[config.mk]
export PLATFORM = sky130hd
export DESIGN_NAME = act_lut_pipe
export DESIGN_NICKNAME = d
export VERILOG_FILES = /design/src/rtl/act_lut_pkg.sv /design/src/rtl/act_lut_ram.sv /design/src/rtl/act_lut_pipe.sv
export SDC_FILE = /design/constraint.sdc
export NUM_CORES = 1
export LEC_CHECK = 0
export BUFFER_PORTS_ARGS = -buffer_cell sky130_fd_sc_hd__clkbuf_2
export CAP_MARGIN = 20
export CORE_ASPECT_RATIO = 1.2
export CORE_UTILIZATION = 46
export DETAILED_ROUTE_END_ITERATION = 10
export GPL_TIMING_DRIVEN = 0
export SYNTH_ARGS = -nofsm -noshare
export SYNTH_HDL_FRONTEND = slang
export SYNTH_HIERARCHICAL = 1
export SYNTH_SLANG_ARGS = --single-unit
[constraint.sdc]
create_clock -name clk -period 4.9 [get_ports clk]
set_clock_uncertainty 0.15 [all_clocks]
set_input_delay 1.225 -clock clk [delete_from_list [all_inputs] [get_ports clk]]
set_output_delay 1.225 -clock clk [all_outputs]
set_load 0.01 [all_outputs]
[src/rtl/act_lut_pkg.sv]
// Shared constants and index/saturation helpers for the activation LUT pipeline.
package act_lut_pkg;

    localparam logic MODE_LUT  = 1'b0;
    localparam logic MODE_RELU = 1'b1;

    // Floor shift, clamp to the signed table range, then offset so idx 0 is most negative.
    function automatic int sat_idx(input int value, input int shift, input int addr_w);
        int sh;
        int lo;
        int hi;
        sh = value >>> shift;
        lo = -(1 << (addr_w - 1));
        hi = (1 << (addr_w - 1)) - 1;
        if (sh < lo) begin
            sh = lo;
        end else if (sh > hi) begin
            sh = hi;
        end
        return sh + (1 << (addr_w - 1));
    endfunction

    function automatic int relu_sat(input int value, input int out_w);
        int max_v;
        max_v = (1 << out_w) - 1;
        if (value < 0) begin
            return 0;
        end else if (value > max_v) begin
            return max_v;
        end
        return value;
    endfunction

endpackage

[src/rtl/act_lut_ram.sv]
// Single-write, registered-read table RAM with read-before-write on address collision.
module act_lut_ram #(
    parameter int    ADDR_W    = 5,
    parameter int    DATA_W    = 8,
    parameter string INIT_FILE = ""
) (
    input  logic              clk,
    input  logic              we,
    input  logic [ADDR_W-1:0] waddr,
    input  logic [DATA_W-1:0] wdata,
    input  logic              re,
    input  logic [ADDR_W-1:0] raddr,
    output logic [DATA_W-1:0] rdata
);

    logic [DATA_W-1:0] mem [0:(1 << ADDR_W)-1];

    // Contents are deliberately not reset; the read register holds while re is low.
    always_ff @(posedge clk) begin
        if (we) begin
            mem[waddr] <= wdata;
        end
        if (re) begin
            rdata <= mem[raddr];
        end
    end

endmodule

[src/rtl/act_lut_pipe.sv]
// Two-stage activation unit: S1 computes index/ReLU, S2 holds the table read or ReLU result.
module act_lut_pipe
    import act_lut_pkg::*;
#(
    parameter int    IN_W      = 8,
    parameter int    ADDR_W    = 5,
    parameter int    OUT_W     = 8,
    parameter int    SHIFT     = 3,
    parameter int    TAG_W     = 4,
    parameter string INIT_FILE = ""
) (
    input  logic                   clk,
    input  logic                   rst_n,
    input  logic                   in_valid,
    output logic                   in_ready,
    input  logic signed [IN_W-1:0] in_data,
    input  logic                   in_mode,
    input  logic [TAG_W-1:0]       in_tag,
    output logic                   out_valid,
    input  logic                   out_ready,
    output logic [OUT_W-1:0]       out_data,
    output logic [TAG_W-1:0]       out_tag,
    input  logic                   cfg_we,
    input  logic [ADDR_W-1:0]      cfg_addr,
    input  logic [OUT_W-1:0]       cfg_data
);

    logic              en1;
    logic              en2;
    logic [ADDR_W-1:0] idx_next;
    logic [OUT_W-1:0]  relu_next;

    logic              s1_valid;
    logic              s1_mode;
    logic [TAG_W-1:0]  s1_tag;
    logic [ADDR_W-1:0] s1_idx;
    logic [OUT_W-1:0]  s1_relu;

    logic              s2_mode;
    logic [OUT_W-1:0]  s2_relu;
    logic [OUT_W-1:0]  ram_rdata;
    logic              ram_re;

    assign en2      = !out_valid || out_ready;
    assign en1      = !s1_valid || en2;
    assign in_ready = en1;

    always_comb begin
        idx_next  = ADDR_W'(sat_idx(int'(in_data), SHIFT, ADDR_W));
        relu_next = OUT_W'(relu_sat(int'(in_data), OUT_W));
    end

    always_ff @(posedge clk or negedge rst_n) begin
        if (!rst_n) begin
            s1_valid <= 1'b0;
            s1_mode  <= MODE_LUT;
            s1_tag   <= '0;
            s1_idx   <= '0;
            s1_relu  <= '0;
        end else if (en1) begin
            s1_valid <= in_valid;
            if (in_valid) begin
                s1_mode <= in_mode;
                s1_tag  <= in_tag;
                s1_idx  <= idx_next;
                s1_relu <= relu_next;
            end
        end
    end

    // S2 resets into ReLU mode with a zero value so out_data reads 0 without resetting the RAM.
    always_ff @(posedge clk or negedge rst_n) begin
        if (!rst_n) begin
            out_valid <= 1'b0;
            out_tag   <= '0;
            s2_mode   <= MODE_RELU;
            s2_relu   <= '0;
        end else if (en2) begin
            out_valid <= s1_valid;
            if (s1_valid) begin
                out_tag <= s1_tag;
                s2_mode <= s1_mode;
                s2_relu <= s1_relu;
            end
        end
    end

    assign ram_re   = en2 && s1_valid && (s1_mode == MODE_LUT);
    assign out_data = (s2_mode == MODE_RELU) ? s2_relu : ram_rdata;

    act_lut_ram #(
        .ADDR_W    (ADDR_W),
        .DATA_W    (OUT_W),
        .INIT_FILE (INIT_FILE)
    ) u_ram (
        .clk   (clk),
        .we    (cfg_we),
        .waddr (cfg_addr),
        .wdata (cfg_data),
        .re    (ram_re),
        .raddr (s1_idx),
        .rdata (ram_rdata)
    );

endmodule

; ---- Word-level counts from Yosys, hierarchy flattened
; Memories as Yosys holds them, arrays and structs flattened. A register that Yosys moved wholly into a read port is not among the register bits.
; Cells that the tools add are included.
[totals]
ff_bits = 33
mem_bits_rw = 256
input_bits = 31
output_inout_bits = 14
wordCells = 34
mem_count = 1
[op_classes]
n_addsub = 1
order_cmp = 4
muxes = 10
bitwise_logic = 1
n_reduce_logical = 8
[mem_list]
columns = memory, depth, word_bits, read_ports, rd_ports_with_merged_regs, wr, line
row1 = u_ram.mem, 32, 8, 1, 1, 1, act_lut_ram.sv:16  ; logic [DATA_W-1:0] mem [0:(1 << ADDR_W)-1];
[ops]
columns = operator, count
row1 = 2-to-1 mux 8 bit, 4
row2 = 2-to-1 mux 5 bit, 2
row3 = "> comparator 8 x 9 -> 1 bit, second input constant", 1
row4 = "less-than comparator 8 x 1 -> 1 bit, second input constant", 1
row5 = "adder 5 bit, second input constant", 1
row6 = "> comparator 5 bit, second input constant", 1
row7 = "less-than comparator 5 bit, second input constant", 1
row8 = 2-to-1 mux 1 bit, 4
row9 = AND reduction 2 bit, 2
row10 = logical AND 1 bit, 2
row11 = logical NOT 1 bit, 2
row12 = logical OR 1 bit, 2
row13 = NOT 1 bit, 1

; ---- Depth between registers and ports, before layout
; Gate-level depths: netlist (run 1).
[logic_depth]
depth_word = 4
depth_mapped = 5
mapped_depth_nobuf = 3

; ---- Cells and area by module
; The synthesis (run 1) kept the hierarchy.
[by_module_without_submodules]
columns = mod, n_inst, cells_each, area_per_inst_um2, seq_area_each_um2
row1 = act_lut_ram, 1, 417, 10133.5, 7927.6
row2 = act_lut_pipe, 1, 90, 1485.2, 827.0

; ---- Worst setup path after synthesis (run 1)
; OpenSTA, ideal clock, no wires.
[synth_timing]
path_kind = in2out
from = input out_ready
to = output in_ready
arrival_time_ns = 1.408
t_required_ns = 3.525
setup_slack_ns = 2.117
path_stages = 1
cell_sequence = nand3b_4
[synth_via]
elab_chain_cells = 2
[synth_lines]
columns = element, line
row1 = from (decl), act_lut_pipe.sv:20  ; input logic out_ready,
row2 = logical OR 1 bit, act_lut_pipe.sv:44  ; assign en2 = !out_valid || out_ready;
row3 = logical OR 1 bit, act_lut_pipe.sv:45  ; assign en1 = !s1_valid || en2;
row4 = to (decl), act_lut_pipe.sv:15  ; output logic in_ready,
; Every way passes these cells.

==> summary.txt, run 1 <==
Floorplanning
  • Initial core utilization: 0.469
  • FP Rows: 63
  • Io pins: between 40 and 50
  • Overall die area: 0.0259 mm2
  • Die Span Y: roughly 180 um
  • Core box area: ~0.025 mm2
  • Die width: ~150 um

Logic synthesis
  • Post-synth cell types: 26
  • Mux contribution to synthesized area: 0.205
  • Post-synth EDFFs: about 260
  • Post-synth top flop: edfxtp_1
  • Xor/xnor share of the synthesized area: 0
  • Fraction of registers with async set/reset: 0.111
  • Synthesized area per cell: between 20 and 25 um2
  • Cell Area, Synth: approximately 0.012 mm2
  • Simple-gate share of the synthesized area: 0.0284
  • Post-synth top area cell: edfxtp_1
  • Synth warn: 6
  • Synth area leaders: edfxtp_1, mux4_2, dfrtp_1
  • Post-synthesis compound-gate area fraction: 0
  • Synth Instances: about 510
  • Seq cells post-synth: between 200 and 300
  • Top cell type's share of synthesized area: 0.682
  • Post-synthesis net count: about 540
  • Synth Area in Adders: 0
  • Largest family of logic cells by synthesized area: multiplexers
  • Sequential area share after synthesis: 0.753

Critical path
  • Critical path arrival: 3.39 ns
  • Critical path launch point type: flip-flop
  • Crit path capture type: flip-flop
  • CP most frequent cell: mux4_2
  • WS Path Type: reg2reg
  • Critical path peak fanout: 10
  • Worst-path cell chain: clkbuf_1 -> buf_1 -> mux4_2 -> mux4_2 -> mux2_2
  • Slowest CP cell: buf_1
  • Req. time, crit path: 5.02 ns
  • Slowest stage delay, CP: 0.69 ns

Finish
  • Synth-to-Final Area Change: 13.0%
  • Layout Cells excl Fill: between 900 and 1000
  • Fill cell count: 1928
  • Area of the multi-input gates: ~0.0027 mm2
  • Fin nets: about 600
  • Layout cells sized above 1: 0.384
  • Most frequent cells in the layout: edfxtp_1, mux4_2, clkbuf_2, nor2_1, dfrtp_1
  • FF+latch area: just under 0.009 mm2
  • Commonest non-fill, non-tap cell in the layout: edfxtp_1
  • Ant. Diodes: 0

STA
  • Worst slew pin tran: around 0.85 ns
  • Slew headroom: 0.434
  • RSZ-0062 raised after global routing: false
  • Final Hold Fails: 0
  • Setup Viol. Count Final: 0
  • Final worst path period need: roughly 3.3 ns
  • Achievable Freq: 0.306 GHz
  • Final Cycle Share: 0.666
  • Max Slew Vio Count: 0
  • Setup TNS: 0 ns
  • Hold_ws: approximately 0.35 ns

Global routing
  • Grt total ovfl: 0
  • First-pass GRT wire length: ~33000 um
  • All-Layer GR Usage: 0.171
  • Largest net degree at the start of global routing: 34
  • Vias in the first global route: 5442
  • Initial antenna violation count: 0

Place
  • Dpl hpwl: approximately 15000 um
  • GPL Wtd Cong: 0.821
  • I/O Buffers: 44
  • Placed cells: 876

Status
  • Outcome: finished clean

Clock tree
  • TritonCTS clock tree: built
  • Clock sinks: between 200 and 300
  • Total CTS buffers: 28
  • Postcts setup bufs: 0
  • Worst skew pair latency: 0.53 ns
  • H-Tree Depth: 1
  • Clock tree buffer depth: 3
  • Clk slew on worst S/H paths: ~0.06 ns
  • Cts repair resizes: 0
  • Root buffer selected by CTS: clkbuf_16
  • Hold-fix buffer count after cts: 0

Detailed routing
  • Via count: just over 5000
  • Drt first pass iters: 4
  • Initial DRC Count: ~380
  • ANT nets after route: 0
  • Overall routed net length: 21400 um
  • Drc violations: 0
  • Per-cell routed wire length: approximately 23 um
  • Routed vias/inst: between 5 and 6

Pwr
  • Peak supply drop: around 0.22 mV
  • Pwr/cell area: about 430 mW/mm2
  • Leakage: approximately 4.4 nW
  • Design Power: approximately 5.6 mW

Run
  • Total of max-cap violations: 0

Hold path
  • Worst hold path type: reg2reg
==> worst max-delay path: cells and delay by family (launching register included) <==
family / cells / cell delay (ns)
buf+inv: 2 / 1.23
flops: 1 / 0.35
mux: 3 / 1.26
==> synth_stat cells, types with 3 or more instances <==
library cell / instances
nor2_1: 34
mux4_2: 80
nand3b_1: 5
mux2_4: 18
nor2b_1: 7
buf_4: 6
clkbuf_1: 6
or3b_2: 3
dfrtp_1: 32
buf_1: 6
mux2_2: 28
edfxtp_1: 264
==> final timing paths <==
| kind | from | end | slack, ns | depth (start not counted) |
|---|---|---|---|---|
| setup / recovery | s1_idx[2] | u_ram/rdata[1] | 1.64 | 5 |
| hold / removal | s1_relu[5] | s2_relu[5] | 0.35 | 1 |
| setup reg to reg | s1_idx[2] | u_ram/rdata[1] | 1.64 | 5 |
| hold reg to reg | s1_relu[5] | s2_relu[5] | 0.35 | 1 |
| max in group asynchronous | rst_n | s1_relu[1] | 3.45 | 1 |
| min in group asynchronous | rst_n | out_tag[2] | 0.64 | 1 |
==> cell type report <==
cell class              count  area share
plain buffers              23      0.0109
clock buffers              34      0.0567
clock inverters            17      0.0108
inverters                   1    0.000286
multi-input cells         186       0.207
flip-flops and latches    297       0.667
well taps                 325      0.0310
repair buffers             44      0.0168
==> power by group <==
part / internal, mW / switching (mW)
sequential: 2.85 / 0.0322
clock: 1.18 / 0.876
combinational: 0.348 / 0.330
total: 4.38 / 1.24
==> through the flow <==
| stage | area (um2) | utilization | setup WS [ns] |
|---|---|---|---|
| 2_1_floorplan | 11600 | - | 2.12 |
| 3_3_place_gp | 12200 | 0.495 | 1.63 |
| 3_5_place_dp | 12200 | 0.495 | 1.58 |
| 4_1_cts | 13100 | 0.531 | 1.62 |
| 5_1_grt | 13100 | 0.531 | 1.55 |
| 6_report | 13100 | 0.531 | 1.64 |
==> cell families after synthesis <==
logic type,count (synthesis)
buffers and inverters,24
DFF,297
muxes,126
and+or+nand+nor,60
==> sequential cells by signal (all words and copies together) (netlist names) <==
signal / flops
s1_relu: 8
s1_mode: 1
s1_valid: 1
s2_relu: 8
s1_tag: 4
u_ram/rdata: 8
out_valid: 1
out_tag: 4
s2_mode: 1
u_ram/mem: 256
s1_idx: 5
==> metal layers <==
layer	share of wire	track usage	wire, um
met3	0.049	0.0248	1040
met1	0.42	0.230	8980
met2	0.51	0.295	11000
met5	0	0	0
met4	0.017	0.0447	368
No activity file was read; power rests on OpenSTA's default activity.
==> run 2: changes to the inputs <==
==> constraint.sdc (replaced) <==
create_clock -name clk -period 3.35 [get_ports clk]
set_clock_uncertainty 0.15 [all_clocks]
set_input_delay 0.8375 -clock clk [delete_from_list [all_inputs] [get_ports clk]]
set_output_delay 0.8375 -clock clk [all_outputs]
set_load 0.01 [all_outputs]
==> run 2 against run 1 <==
Compared with the run above: via count about the same; clock power increased by 46%; final cell count unchanged; sequential power increased by 46%; wire length about the same; setup slack got worse by 1.5 ns; non-clock buffer count unchanged; global-route usage unchanged; register-to-register slack worse by 1.5 ns; count of clock-buffer cells in the layout did not move; flip-flop and latch count unchanged; worst hold slack worse by 0.10 ns; critical path type unchanged; largest cell class unchanged; largest power group unchanged.
==> summary.txt, run 2 (same netlist as run 1, synthesis figures left out) <==
Status
  • Outcome: finished clean

Pwr
  • Sw Pwr: around 1.8 mW
  • Peak supply drop: between 0.3 and 0.4 mV
  • Net Sw Frac: 0.220
  • Int Pwr: between 6 and 7 mW
  • Comb pwr share: 0.121
  • Pwr/cell area: about 630 mW/mm2
  • Leakage: roughly 4.4 nW
  • Sequential power share: 0.512
  • Clk pwr share: 0.367

Run
  • Total of max-cap violations: 0

Detailed routing
  • ANT nets after route: 0
  • Overall routed net length: ~21000 um
  • Via count: 5054
  • Drc violations: 0
  • Per-cell routed wire length: approximately 23 um
  • Initial DRC Count: ~370
  • Routed vias/inst: about 5.5
  • Drt first pass iters: 4

Floorplanning
  • FP Rows: 63
  • Io pins: 45
  • Die Span Y: roughly 180 um
  • Core box area: 0.0248 mm2
  • Overall die area: 0.0259 mm2
  • Initial core utilization: 0.469
  • Die width: roughly 150 um

STA
  • Max Slew Vio Count: 0
  • Final Cycle Share: 0.945
  • Worst slew pin tran: 0.836 ns
  • Final Hold Fails: 0
  • Setup Viol. Count Final: 0
  • RSZ-0062 raised after global routing: false
  • Final worst path period need: around 3.2 ns
  • Slew headroom: 0.441
  • Achievable Freq: ~0.32 GHz
  • Setup TNS: 0 ns

Finish
  • Synth-to-Final Area Change: 13.0%
  • Ant. Diodes: 0
  • Commonest non-fill, non-tap cell in the layout: edfxtp_1
  • Most frequent cells in the layout: edfxtp_1, mux4_2, clkbuf_2, nor2_1, dfrtp_1
  • Fin nets: between 600 and 700
  • Max reg flops: between 200 and 300
  • Fill cell count: 1930
  • Fin util: 0.531
  • Layout cells sized above 1: 0.385
  • Largest register by flop count: u_ram/mem

Clock tree
  • Clock tree buffer depth: 3
  • Clock sinks: just under 300
  • Root buffer selected by CTS: clkbuf_16
  • Clk slew on worst S/H paths: around 0.060 ns
  • TritonCTS clock tree: built
  • Worst skew pair latency: between 0.5 and 0.6 ns
  • Total CTS buffers: 28
  • H-Tree Depth: 1
  • Postcts setup bufs: 0

Critical path
  • Critical path peak fanout: 10
  • CP most frequent cell: mux4_2
  • FF-to-FF End: u_ram/rdata[1]
  • Critical path launch point type: flip-flop
  • Crit path capture type: flip-flop
  • Reg2reg setup slack: 0.18 ns
  • R2R depth: 5
  • CP delay by family, top: multiplexers
  • RR Startpoint: s1_idx[2]
  • WS Path Type: reg2reg
  • CP Depth: 5
  • Worst-path cell chain: clkbuf_1 -> buf_1 -> mux4_2 -> mux4_2 -> mux2_2
  • Req. time, crit path: 3.47 ns
  • Critical path arrival: 3.29 ns
  • Crit path buf inv count: 2
  • Slowest CP cell: clkbuf_1
  • Slowest stage delay, CP: roughly 0.56 ns

Global routing
  • Grt total ovfl: 0
  • Largest net degree at the start of global routing: 34
  • All-Layer GR Usage: 0.171
  • First-pass GRT wire length: 33000 um
  • Vias in the first global route: ~5400
  • Initial antenna violation count: 0

Place
  • Dpl hpwl: 14800 um
  • I/O Buffers: between 40 and 50
  • GPL Wtd Cong: around 0.8

Hold path
  • Worst hold path type: in2async
-- run 2: worst reg2reg max path, delay by kind of cell, from the launching register on --
family | cells | cell delay (ns)
multiplexers | 3 | 1.28
flip-flops | 1 | 0.35
buffers and inverters | 2 | 1.13
-- run 2: power by group through the flow --
stage                     registers, mW  logic (mW)  clock network [mW]
after floorplan                    4.28       0.676                   0
after global placement             4.28       0.988                   0
after detailed placement           4.29        1.01                   0
after CTS                          4.21        1.01                3.08
after global routing               4.22        1.06                3.21
final                              4.21       0.994                3.01
-- run 2: metal layers --
layer,share of wire,routed length (um),GRT usage,up-vias
met5,0,0,0,-
met4,0.018,376,0.0447,0
met3,0.050,1070,0.0248,35
met2,0.52,11000,0.295,124
met1,0.42,8940,0.230,2653
li1,-,-,-,2242
-- run 2: worst max-delay path by stage --
stage          slack (ns)             end       from
5_1_grt              0.05  u_ram/rdata[1]  s1_idx[2]
2_1_floorplan        0.93  u_ram/rdata[0]  s1_idx[2]
3_5_place_dp         0.08  u_ram/rdata[1]  s1_idx[2]
6_report             0.18  u_ram/rdata[1]  s1_idx[2]
4_1_cts              0.07  u_ram/rdata[1]  s1_idx[2]
3_3_place_gp         0.12  u_ram/rdata[1]  s1_idx[2]
-- run 2: through the flow --
| step | total power, mW | area [um2] | cells | worst slack [ns] | hold slack [ns] |
|---|---|---|---|---|---|
| finish | 8.22 | 13100 | 927 | 0.183 | 0.248 |
| global route | 8.50 | 13100 | 927 | 0.0490 | 0.290 |
| CTS | 8.31 | 13100 | 927 | 0.0725 | 0.247 |
| detailed placement | 5.30 | 12200 | 876 | 0.0754 | 0.335 |
| global placement | 5.27 | 12200 | 876 | 0.116 | 0.329 |
| floorplan | 4.96 | 11600 | 507 | 0.926 | 0.313 |
-- run 2: final cells by class --
cell class	count	area, um2	area share
Buffer	23	144	0.0110
Timing Repair Buffer	44	220	0.0168
Clock buffer	34	744	0.0567
Sequential cell	297	8750	0.667
Clock inverter	17	141	0.0108
Inverter	1	3.75	0.000286
Tap cell	325	407	0.0310
Multi-Input combinational cell	186	2720	0.207
-- run 2: what timing repair did --
action / in CTS / in global routing
endpoints found under the hold margin: 0 / 0
resized for setup: 0 / 1
setup endpoints to repair: 0 / 1
hold buffers: 0 / 0
==> run 3: changes to the inputs <==
--- a/config.mk
+++ b/config.mk
@@ -7,7 +7,6 @@
 export LEC_CHECK = 0
 export BUFFER_PORTS_ARGS = -buffer_cell sky130_fd_sc_hd__clkbuf_2
 export CAP_MARGIN = 20
-export CORE_ASPECT_RATIO = 1.2
 export CORE_UTILIZATION = 46
 export DETAILED_ROUTE_END_ITERATION = 10
 export GPL_TIMING_DRIVEN = 0
==> run 3 against run 2 <==
Compared with the run above: via count grew 2.9%; worst hold slack lost 0.017 ns; wire length grew 6.8%; power grew 1.5%; register-to-register slack lost 0.08 ns; cell area grew 0.43%; critical path type unchanged.
==> summary.txt, run 3 (same netlist as run 1, synthesis figures left out) <==
Floorplanning
  • Overall die area: 0.0259 mm2
  • Io pins: between 40 and 50
  • Die Span Y: between 150 and 200 um
  • Die width: 161 um
  • FP Rows: 57
  • Initial core utilization: 0.474
  • Core box area: 0.0245 mm2

Finish
  • Fin util: 0.538
  • Layout cells sized above 1: 0.382
  • Synth-to-Final Area Change: 13.5%
  • Ant. Diodes: 0
  • Max reg flops: 256
  • Most frequent cells in the layout: edfxtp_1, mux4_2, clkbuf_2, nor2_1
  • Fin nets: between 600 and 700
  • Commonest non-fill, non-tap cell in the layout: edfxtp_1
  • Largest register by flop count: u_ram/mem

Place
  • I/O Buffers: 44
  • Post-place setup slack: ~0.043 ns
  • Dpl hpwl: ~15000 um
  • GPL Wtd Cong: ~0.75

Clock tree
  • Clk slew on worst S/H paths: about 0.060 ns
  • Total CTS buffers: 30
  • Hold-fix buffer count after cts: 0
  • TritonCTS clock tree: built
  • Worst skew pair latency: 0.55 ns
  • Clock tree buffer depth: 3
  • Root buffer selected by CTS: clkbuf_16
  • H-Tree Depth: 1
  • Clock sinks: between 200 and 300
  • Postcts setup bufs: 0

STA
  • Slew headroom: 0.359
  • Setup TNS: 0 ns
  • Achievable Freq: ~0.31 GHz
  • Final Hold Fails: 0
  • Setup Viol. Count Final: 0
  • RSZ-0062 raised after global routing: false
  • Final worst path period need: around 3.2 ns
  • Worst slew pin tran: ~0.96 ns
  • Hold_ws: ~0.23 ns
  • Max Slew Vio Count: 0
  • Final Cycle Share: 0.968
  • Fin worst setup slack: between 0.1 and 0.15 ns

Critical path
  • Critical path launch point type: flip-flop
  • Req. time, crit path: 3.49 ns
  • Critical path peak fanout: 10
  • WS Path Type: reg2reg
  • Worst-path cell chain: clkbuf_1 -> clkbuf_1 -> mux4_2 -> mux4_2 -> mux2_2
  • Slowest stage delay, CP: 0.65 ns
  • Slowest CP cell: clkbuf_1
  • Critical path arrival: between 3 and 4 ns
  • Crit path capture type: flip-flop

Detailed routing
  • Drt first pass iters: 4
  • Via count: approximately 5200
  • Drc violations: 0
  • Per-cell routed wire length: between 20 and 25 um
  • Initial DRC Count: 380
  • Routed vias/inst: around 5.6
  • Overall routed net length: 22900 um
  • ANT nets after route: 0

Status
  • Outcome: finished clean

Global routing
  • Largest net degree at the start of global routing: 34
  • Grt total ovfl: 0
  • First-pass GRT wire length: roughly 35000 um
  • Initial antenna violation count: 1
  • Vias in the first global route: around 5600
  • All-Layer GR Usage: 0.186

Pwr
  • Design Power: roughly 8.3 mW
  • Leakage: around 4.4 nW
  • Pwr/cell area: 633 mW/mm2
  • Peak supply drop: between 0.4 and 0.5 mV

Hold path
  • Worst hold path type: in2async

Run
  • Total of max-cap violations: 0
-- run 3: routing by layer --
metal,vias up,track usage,routed length (um)
li1,2249,-,-
met5,-,0,0
met1,2770,0.273,10200
met4,0,0.0399,319
met3,29,0.0305,1370
met2,153,0.296,11000
-- run 3: cell type report --
cell class	instances	area (um2)
clock buffer	43	872
inverter	1	3.75
tap	324	405
fill	1901	11300
timing repair buffer	44	220
multi-input combinational	186	2720
clock inverter	13	71.3
buffer	23	144
sequential	297	8750
-- run 3: per-stage QoR --
stage | cells | area, um2
after floorplan | 507 | 11600
after global placement | 875 | 12200
after detailed placement | 875 | 12200
after CTS | 931 | 13200
after global routing | 931 | 13200
final | 931 | 13200
-- run 3: critical path, delay by kind of cell (launching register included) --
family	cells	cell delay, ns
mux	3	1.25
buf+inv	2	1.23
flops	1	0.35
-- run 3: where the power goes --
| group | internal [mW] | switching, mW | total, mW |
|---|---|---|---|
| Sequential | 4.17 | 0.0483 | 4.21 |
| Combinational | 0.511 | 0.502 | 1.01 |
| Clock | 1.80 | 1.31 | 3.12 |
-- run 3: what timing repair did --
action                                 CTS  global route
endpoints found under the hold margin    0             0
gates resized for setup                  0             1
setup endpoints to repair                0             2
-- run 3: final timing paths --
kind | start | slack, ns | cells past startpoint | endpoint
worst max-delay path | s1_idx[2] | 0.11 | 5 | u_ram/rdata[2]
worst min-delay path | rst_n | 0.23 | 1 | s1_relu[1]
worst max register to register | s1_idx[2] | 0.11 | 5 | u_ram/rdata[2]
worst min register to register | s1_relu[7] | 0.34 | 1 | s1_relu[7]
max in group asynchronous | rst_n | 2.30 | 1 | s2_relu[2]
min in group clk | s1_relu[7] | 0.34 | 1 | s1_relu[7]
